$ cat config.mk
export PLATFORM = sky130hd
export DESIGN_NAME = axi4l_mem_bridge
export DESIGN_NICKNAME = d
export VERILOG_FILES = /design/src/rtl/axi4l_mem_bridge.sv
export SDC_FILE = /design/constraint.sdc
export NUM_CORES = 1
export LEC_CHECK = 0
export ABC_AREA = 0
export BUFFER_PORTS_ARGS = -buffer_cell sky130_fd_sc_hd__buf_2
export CORE_ASPECT_RATIO = 1.75
export CORE_MARGIN = 2
export CORE_UTILIZATION = 48
export DETAILED_ROUTE_END_ITERATION = 8
export PLACE_DENSITY = 0.8
export RECOVER_POWER = 50
export SYNTH_ARGS = -nofsm -noshare
export SYNTH_HDL_FRONTEND = slang
export SYNTH_SLANG_ARGS = --single-unit
$ cat constraint.sdc
create_clock -name clk_i -period 6.1 [get_ports clk_i]
set_input_delay 0.61 -clock clk_i [delete_from_list [all_inputs] [get_ports clk_i]]
set_output_delay 0.61 -clock clk_i [all_outputs]
set_load 0.02 [all_outputs]
$ cat src/rtl/axi4l_mem_bridge.sv
// rtl/axi4l_mem_bridge.sv - AXI4-Lite slave to native valid/ready memory master bridge
// Remap windows, read/write arbitration, independent AW/W/AR capture, optional bus timeout.
module axi4l_mem_bridge #(
  parameter int ADDR_WIDTH = 32,
  parameter int DATA_WIDTH = 32,
  parameter int NUM_REMAP = 2,
  parameter int MATCH_BITS = 8,
  parameter logic [NUM_REMAP*MATCH_BITS-1:0] REMAP_FROM = {8'h30, 8'h40},
  parameter logic [NUM_REMAP*MATCH_BITS-1:0] REMAP_TO = {8'h00, 8'h10},
  parameter logic [NUM_REMAP-1:0] REMAP_EN = 2'b11,
  parameter int ARB_MODE = 0,
  parameter int TIMEOUT_CYCLES = 0
) (
  input  logic                    clk_i,
  input  logic                    rst_i,
  input  logic [ADDR_WIDTH-1:0]   s_awaddr_i,
  input  logic                    s_awvalid_i,
  output logic                    s_awready_o,
  input  logic [DATA_WIDTH-1:0]   s_wdata_i,
  input  logic [DATA_WIDTH/8-1:0] s_wstrb_i,
  input  logic                    s_wvalid_i,
  output logic                    s_wready_o,
  output logic [1:0]              s_bresp_o,
  output logic                    s_bvalid_o,
  input  logic                    s_bready_i,
  input  logic [ADDR_WIDTH-1:0]   s_araddr_i,
  input  logic                    s_arvalid_i,
  output logic                    s_arready_o,
  output logic [DATA_WIDTH-1:0]   s_rdata_o,
  output logic [1:0]              s_rresp_o,
  output logic                    s_rvalid_o,
  input  logic                    s_rready_i,
  output logic                    mem_valid_o,
  output logic [ADDR_WIDTH-1:0]   mem_addr_o,
  output logic [DATA_WIDTH-1:0]   mem_wdata_o,
  output logic [DATA_WIDTH/8-1:0] mem_wstrb_o,
  input  logic [DATA_WIDTH-1:0]   mem_rdata_i,
  input  logic                    mem_ready_i,
  output logic [7:0]              timeout_cnt_o
);

  localparam int STRB_W = DATA_WIDTH / 8;
  localparam logic [31:0] TO_LAST = (TIMEOUT_CYCLES > 0) ? 32'(TIMEOUT_CYCLES - 1) : 32'd0;
  localparam logic [1:0] RESP_OKAY = 2'b00;
  localparam logic [1:0] RESP_SLVERR = 2'b10;

  typedef enum logic [2:0] {IDLE, WR_REQ, RD_REQ, B_RESP, R_RESP} state_e;

  state_e                  state_q, state_d;
  logic [31:0]             cnt_q, cnt_d;
  logic                    rr_wr_last_q, rr_wr_last_d;
  logic                    aw_full_q, w_full_q, ar_full_q;
  logic [ADDR_WIDTH-1:0]   aw_addr_q, ar_addr_q;
  logic [DATA_WIDTH-1:0]   w_data_q, rdata_q;
  logic [STRB_W-1:0]       w_strb_q;
  logic [1:0]              bresp_q, rresp_q;
  logic [7:0]              tcnt_q;

  logic                    wr_pend, in_req, timed_out, req_done;
  logic [ADDR_WIDTH-1:0]   req_addr;

  // Lowest-index enabled window whose MSBs match wins; low bits never change.
  function automatic logic [ADDR_WIDTH-1:0] remap(input logic [ADDR_WIDTH-1:0] a);
    logic [ADDR_WIDTH-1:0] r;
    logic                  hit;
    r   = a;
    hit = 1'b0;
    for (int i = 0; i < NUM_REMAP; i++) begin
      if (!hit && REMAP_EN[i] &&
          a[ADDR_WIDTH-1 -: MATCH_BITS] == REMAP_FROM[i*MATCH_BITS +: MATCH_BITS]) begin
        r[ADDR_WIDTH-1 -: MATCH_BITS] = REMAP_TO[i*MATCH_BITS +: MATCH_BITS];
        hit = 1'b1;
      end
    end
    return r;
  endfunction

  assign wr_pend   = aw_full_q & w_full_q;
  assign in_req    = (state_q == WR_REQ) || (state_q == RD_REQ);
  assign timed_out = (TIMEOUT_CYCLES > 0) && (cnt_q == TO_LAST) && !mem_ready_i;
  assign req_done  = in_req && (mem_ready_i || timed_out);
  assign req_addr  = (state_q == WR_REQ) ? aw_addr_q : ar_addr_q;

  assign s_awready_o   = ~aw_full_q & ~rst_i;
  assign s_wready_o    = ~w_full_q & ~rst_i;
  assign s_arready_o   = ~ar_full_q & ~rst_i;
  assign s_bvalid_o    = (state_q == B_RESP);
  assign s_rvalid_o    = (state_q == R_RESP);
  assign s_bresp_o     = bresp_q;
  assign s_rresp_o     = rresp_q;
  assign s_rdata_o     = rdata_q;
  assign mem_valid_o   = in_req;
  assign mem_addr_o    = in_req ? remap(req_addr) : '0;
  assign mem_wdata_o   = (state_q == WR_REQ) ? w_data_q : '0;
  assign mem_wstrb_o   = (state_q == WR_REQ) ? w_strb_q : '0;
  assign timeout_cnt_o = tcnt_q;

  always_comb begin
    state_d      = state_q;
    cnt_d        = cnt_q;
    rr_wr_last_d = rr_wr_last_q;
    case (state_q)
      IDLE: begin
        cnt_d = '0;
        // Round-robin memory only advances on contested decisions.
        if (wr_pend && ar_full_q) begin
          if (ARB_MODE == 0 || !rr_wr_last_q) begin
            state_d      = WR_REQ;
            rr_wr_last_d = 1'b1;
          end else begin
            state_d      = RD_REQ;
            rr_wr_last_d = 1'b0;
          end
        end else if (wr_pend) begin
          state_d = WR_REQ;
        end else if (ar_full_q) begin
          state_d = RD_REQ;
        end
      end
      WR_REQ, RD_REQ: begin
        if (req_done) begin
          state_d = (state_q == WR_REQ) ? B_RESP : R_RESP;
        end else begin
          cnt_d = cnt_q + 32'd1;
        end
      end
      B_RESP: if (s_bready_i) state_d = IDLE;
      R_RESP: if (s_rready_i) state_d = IDLE;
      default: state_d = IDLE;
    endcase
  end

  always_ff @(posedge clk_i or posedge rst_i) begin
    if (rst_i) begin
      state_q      <= IDLE;
      cnt_q        <= '0;
      rr_wr_last_q <= 1'b0;
    end else begin
      state_q      <= state_d;
      cnt_q        <= cnt_d;
      rr_wr_last_q <= rr_wr_last_d;
    end
  end

  always_ff @(posedge clk_i or posedge rst_i) begin
    if (rst_i) begin
      aw_full_q <= 1'b0;
      w_full_q  <= 1'b0;
      ar_full_q <= 1'b0;
      aw_addr_q <= '0;
      ar_addr_q <= '0;
      w_data_q  <= '0;
      w_strb_q  <= '0;
      bresp_q   <= '0;
      rresp_q   <= '0;
      rdata_q   <= '0;
      tcnt_q    <= '0;
    end else begin
      if (s_awvalid_i && s_awready_o) begin
        aw_full_q <= 1'b1;
        aw_addr_q <= s_awaddr_i;
      end
      if (s_wvalid_i && s_wready_o) begin
        w_full_q <= 1'b1;
        w_data_q <= s_wdata_i;
        w_strb_q <= s_wstrb_i;
      end
      if (s_arvalid_i && s_arready_o) begin
        ar_full_q <= 1'b1;
        ar_addr_q <= s_araddr_i;
      end
      // Holding flags are full while their request is in flight, so no capture collides here.
      if (req_done) begin
        if (state_q == WR_REQ) begin
          aw_full_q <= 1'b0;
          w_full_q  <= 1'b0;
          bresp_q   <= mem_ready_i ? RESP_OKAY : RESP_SLVERR;
        end else begin
          ar_full_q <= 1'b0;
          rresp_q   <= mem_ready_i ? RESP_OKAY : RESP_SLVERR;
          rdata_q   <= mem_ready_i ? mem_rdata_i : '0;
        end
        if (!mem_ready_i && tcnt_q != 8'hFF) tcnt_q <= tcnt_q + 8'd1;
      end
    end
  end

endmodule

Word level (Yosys, flattened, before mapping). Index checks and enable logic that the tools add are counted.

Logic and storage cells: 75. Output and inout port bits: 118. Register bits after elaboration: 150. Input bits: 140.

Add/subtract/negate cells: 1. Reduce and logical (&&, ||, !) cells: 16. Eq/ne operators: 11. Muxes and demuxes: 26. Bitwise operators: 9.

Operators by type and width (number): $mux W32 (4); $mux W3 (7); $mux W8 (2); $pmux W3 S4 (1); $mux W1 (10); $add A8 B1 Y8 const B (1); $eq A8 B6 Y1 const B (1); $eq A8 B7 Y1 const B (1); $ne A8 B8 Y1 const B (1); $logic_and A1 B1 Y1 (7); $eq A3 B2 Y1 const B (2); $reduce_and A2 Y1 (3); $not A1 Y1 (5); $and A1 B1 Y1 (4); $mux W4 (1); $ne A2 B1 Y1 const B (2); $ne A4 B4 Y1 const B (1); $reduce_and A4 Y1 (1); $eq A3 B1 Y1 const B (1); $eq A3 B3 Y1 const B (1); $logic_not A3 Y1 (1); $logic_not A1 Y1 (2); $mux W2 (1); $ne A2 B2 Y1 const B (1); 2 further kinds (2).

Logic depth before layout (Yosys ltp).
Depth in word-level cells: 8. Gate-level depth with buffers: 6. Mapped depth without buffers: 4.

Least setup slack after synthesis. OpenSTA, ideal clock, no wires.

Path kind: reg2out. Start: reg state_q[1]. End: out mem_addr_o[30]. Setup slack: 3.660 ns. Arrival: 1.830 ns. Buffers on the path: 2. Required time: 5.490 ns. Stages on the path, launching flop included: 6. Cells stage by stage: dfrtp_1 buf_6 or3b_1 buf_6 mux2i_4 a221oi_1.

Cells in the longest elaborated chain, start to end: 8. Elaborated cells between the ends (all ways): 12. Those cells by class: eq/ne (4); mux (5); reduce/logical (3).

RTL lines: from (decl) (line 49) `state_e state_q, state_d;`; from (signal assigned) (line 139) `state_q <= state_d;`; $eq A3 B1 Y1; $mux W32 (line 82) `assign req_addr = (state_q == WR_REQ) ? aw_addr_q : ar_addr_q;`; $eq A8 B7 Y1 (line 70) `a[ADDR_WIDTH-1 -: MATCH_BITS] == REMAP_FROM[i*MATCH_BITS +: MATCH_BITS]) begin`; $mux W1 (line 69) `if (!hit && REMAP_EN[i] &&`; $logic_not A1 Y1 (line 69); $logic_and A1 B1 Y1 (line 69); $mux W8 (line 69); $mux W32 * (line 93) `assign mem_addr_o = in_req ? remap(req_addr) : '0;`; to (decl) (line 34) `output logic [ADDR_WIDTH-1:0] mem_addr_o,`.

Mark *: on every way between the ends. The rest lies on a longest branch, timed or not.

Worst setup path after layout.
Start: reg state_q[0]. End: out mem_addr_o[28].

The elaborated chain is that of the path after synthesis.

==> results.py <==
metrics = {
    "worst_setup_path": {
        "critical-path-slowest-cell": "nor3b_4",
        "crit_start": "state_q[0]",
        "path_max_fanout": 40,
        "critPathArrivalTime_ns": 3.17,
        "start_kind": "register",
        "cp.required_ns": 5.49,
        "max_stage_delay_ns": 1.04,
        "end_kind": "primary output",
        "critPathKind": "reg -> out",
        "endpoint": "mem_addr_o[28]",
        "path_cells": "nor3b_4 > buf_4 > nand3_1 > o21ai_0 > o211a_1 > buf_2",
        "ff2ff_path_depth": 4,
        "reg2reg_to": "s_rdata_o[28]",
        "r2r_slack_ns": 2.94,
        "reg2reg_from": "state_q[1]",
    },
    "synthesis": {
        "synth_warnings": 0,
        "yosys.area.top_type_share_pct": 59.1,
        "synthArstFlopShare_pct": 100,
        "ys_ff_latch": 148,
        "yosysSeqAreaShare_pct": 59.1,
        "yosysTopAreaCell": "dfrtp_1",
        "netlist_top_cells_count": "dfrtp_1 (148), mux2_2 (130), and2_1 (40), a22o_1 (27), clkbuf_1 (17)",
        "ys_top_cells_by_area": "dfrtp_1 (59%), mux2_2 (23%), and2_1 (4.0%), a22o_1 (3.8%), buf_2 (1.0%)",
        "yosysMostFrequentCell": "dfrtp_1",
        "avgSynthCellArea_sq_um": 13.9,
        "ys_types": 35,
        "synth_edf_count": 0,
        "syn_area_sq_um": 6270,
        "synthCells": 450,
        "ys_dominant_reg_cell": "dfrtp_1",
    },
    "run_status": {
        "violations": "capacitance limit, slew limit",
        "status": "complete, but fails checks",
    },
    "floorplanning": {
        "ios": 258,
        "die_area_sq_um": 14000,
        "num_rows": 55,
        "fp.coreArea_sq_um": 12900,
        "die_x_microns": 90.4,
        "start_util_pct": 48.7,
        "chipHeight_microns": 155,
    },
    "place": {
        "post-place-cells": 844,
        "placed_area_sq_um": 7600,
        "hpwl_microns": 11000,
        "place_congestion": 0.821,
        "place_ws_ns": 2.74,
        "io_buffers": 255,
    },
    "timing": {
        "min_period_ns": 3.78,
        "skew_ns": 0.00863,
        "timing.final.hold_violations": 0,
        "tns_ns": 0,
        "slew_viol_final": 173,
        "max_freq_mhz": 264,
        "finalSetupViolCount": 0,
        "setup_slack_ns": 2.32,
        "rsz0062_at_grt": "false",
        "slew_headroom_pct": -97.0,
        "tightest_slew_ns": 2.94,
        "period_share_pct": 62.0,
    },
    "clocking": {
        "htreeDepth": 4,
        "tritoncts": "done",
        "cts.clk_slew.worst_paths_ns": 0.06,
        "cts_sinks": 148,
        "hold_buffers": 0,
        "cts_resized": 0,
        "cts_setup_buffers": 0,
        "clockBufferDepth": 2,
        "clock_latency_ns": 0.40,
        "numCtsBuffers": 17,
        "root_buffer": "clkbuf_16",
    },
    "detailed_routing": {
        "wl_microns": 14900,
        "wl_met1_microns": 5600,
        "first_pass_iters": 6,
        "dr_wl_met2_microns": 8150,
        "drt_iter0_markers": 148,
        "post-route-drc-count": 0,
        "drtAntennaViolNets": 0,
        "dr_wl_met3_microns": 731,
        "routed.top_layer": "met4",
        "vias": 4465,
        "routed_via_density": 5.09,
        "avgRoutedWirePerCell_microns": 17.0,
    },
    "cells_and_area": {
        "areaGrowthSynthToFinish_pct": 29.0,
        "final_nets": 832,
        "multi_input_area_sq_um": 2340,
        "regArea_sq_um": 3700,
        "fin_cells": 877,
        "fin_area_sq_um": 8090,
        "layout-drive-gt1-share_pct": 53.9,
        "fin_util_pct": 62.8,
        "nFillCells": 1075,
    },
    "power": {
        "powerDensity_nw_per_um2": 566,
        "p_leak_nw": 3.88,
        "irDropWorstVdd_v": 0.000250,
    },
    "grt": {
        "grt_pass1_wl_microns": 23900,
        "grt_max_degree": 83,
        "track_usage_pct": 21.6,
        "grt-ovfl-total": 0,
        "grt_pass1_vias": 4849,
        "antenna_found_initial": 1,
    },
    "worst_hold_path": {
        "hp-class": "reg -> reg",
    },
    "run": {
        "drv_cap": 4,
    },
}
==> per-stage QoR <==
| stage | hold WS [ns] | power [mW] |
|---|---|---|
| 6_report | 0.379 | 4.58 |
| 5_1_grt | 0.394 | 4.85 |
| 4_1_cts | 0.334 | 4.65 |
| 3_5_place_dp | 0.363 | 3.67 |
| 3_3_place_gp | 0.361 | 3.57 |
| 2_1_floorplan | 0.472 | 3.07 |
==> placed cells by master (no fill, tap or decap), drive strengths merged, types with 2 or more instances in the layout <==
cell	netlist	routed
buf	22	214
dfrtp	148	148
mux2	130	130
clkbuf	17	66
and2	40	40
a22o	27	27
nor2	14	14
inv	5	12
nand2	9	9
a21oi	8	8
o21ai	3	3
nor3b	3	3
clkinv	0	3
clkinvlp	0	3
a221oi	2	2
a211oi	2	2
nand3	2	2
nor2b	2	2
conb	1	2
or3b	2	2
==> worst min path at each step <==
stage	from	to	slack, ns	cells after the start
6_report	timeout_cnt_o[6]	timeout_cnt_o[6]	0.38	0
4_1_cts	rst_i	s_rdata_o[21]	0.33	2
5_1_grt	timeout_cnt_o[5]	timeout_cnt_o[5]	0.39	0
3_3_place_gp	timeout_cnt_o[3]	timeout_cnt_o[3]	0.36	0
2_1_floorplan	w_data_q[26]	w_data_q[26]	0.47	1
3_5_place_dp	timeout_cnt_o[1]	timeout_cnt_o[1]	0.36	0
==> final cells by class <==
class,count,share of cell area [%]
timing repair buffer,261,15.5
clock inverter,13,1.39
multi-input combinational,259,28.9
sequential,148,45.8
antenna,1,0.0309
clock buffer,19,5.48
inverter,5,0.248
tap,171,2.65
==> power by group <==
part / internal, mW / total (mW) / switching, mW
clock: 0.545 / 0.967 / 0.422
sequential: 1.45 / 1.73 / 0.282
combinational: 0.832 / 1.88 / 1.04
total: 2.83 / 4.58 / 1.75
==> kinds of logic (layout without fill, tap and decap cells) <==
| family | count (synthesis) | count (layout) | share of synthesized area, % |
|---|---|---|---|
| AND/OR/NAND/NOR | 78 | 78 | 7.42 |
| buffers and inverters | 44 | 298 | 3.73 |
| flip-flops | 148 | 148 | 59.1 |
| other | 1 | 3 | 0.0598 |
| XOR/XNOR | 1 | 1 | 0.140 |
| AO/OA/AOI/OAI | 47 | 47 | 5.87 |
| multiplexers | 131 | 131 | 23.7 |
==> layer usage <==
| layer | global-route usage (%) | vias to the layer above |
|---|---|---|
| li1 | - | 2051 |
| met1 | 24.5 | 2214 |
| met2 | 38.0 | 169 |
| met3 | 5.33 | 31 |
| met4 | 10.4 | 0 |
| met5 | 0 | - |
==> sequential cells by signal (all words and copies together), names as in the netlist, 3 cells and up <==
| name | cells |
|---|---|
| w_strb_q | 4 |
| aw_addr_q | 32 |
| s_rdata_o | 32 |
| ar_addr_q | 32 |
| state_q | 3 |
| timeout_cnt_o | 8 |
| w_data_q | 32 |
==> critical path: cells and delay by family (launching register included) <==
kind / cells / cell delay [ns]
simple gates: 2 / 1.16
buf+inv: 2 / 0.66
compound gates: 2 / 0.33
flops: 1 / 0.58
(Power assumes the default switching activity.)
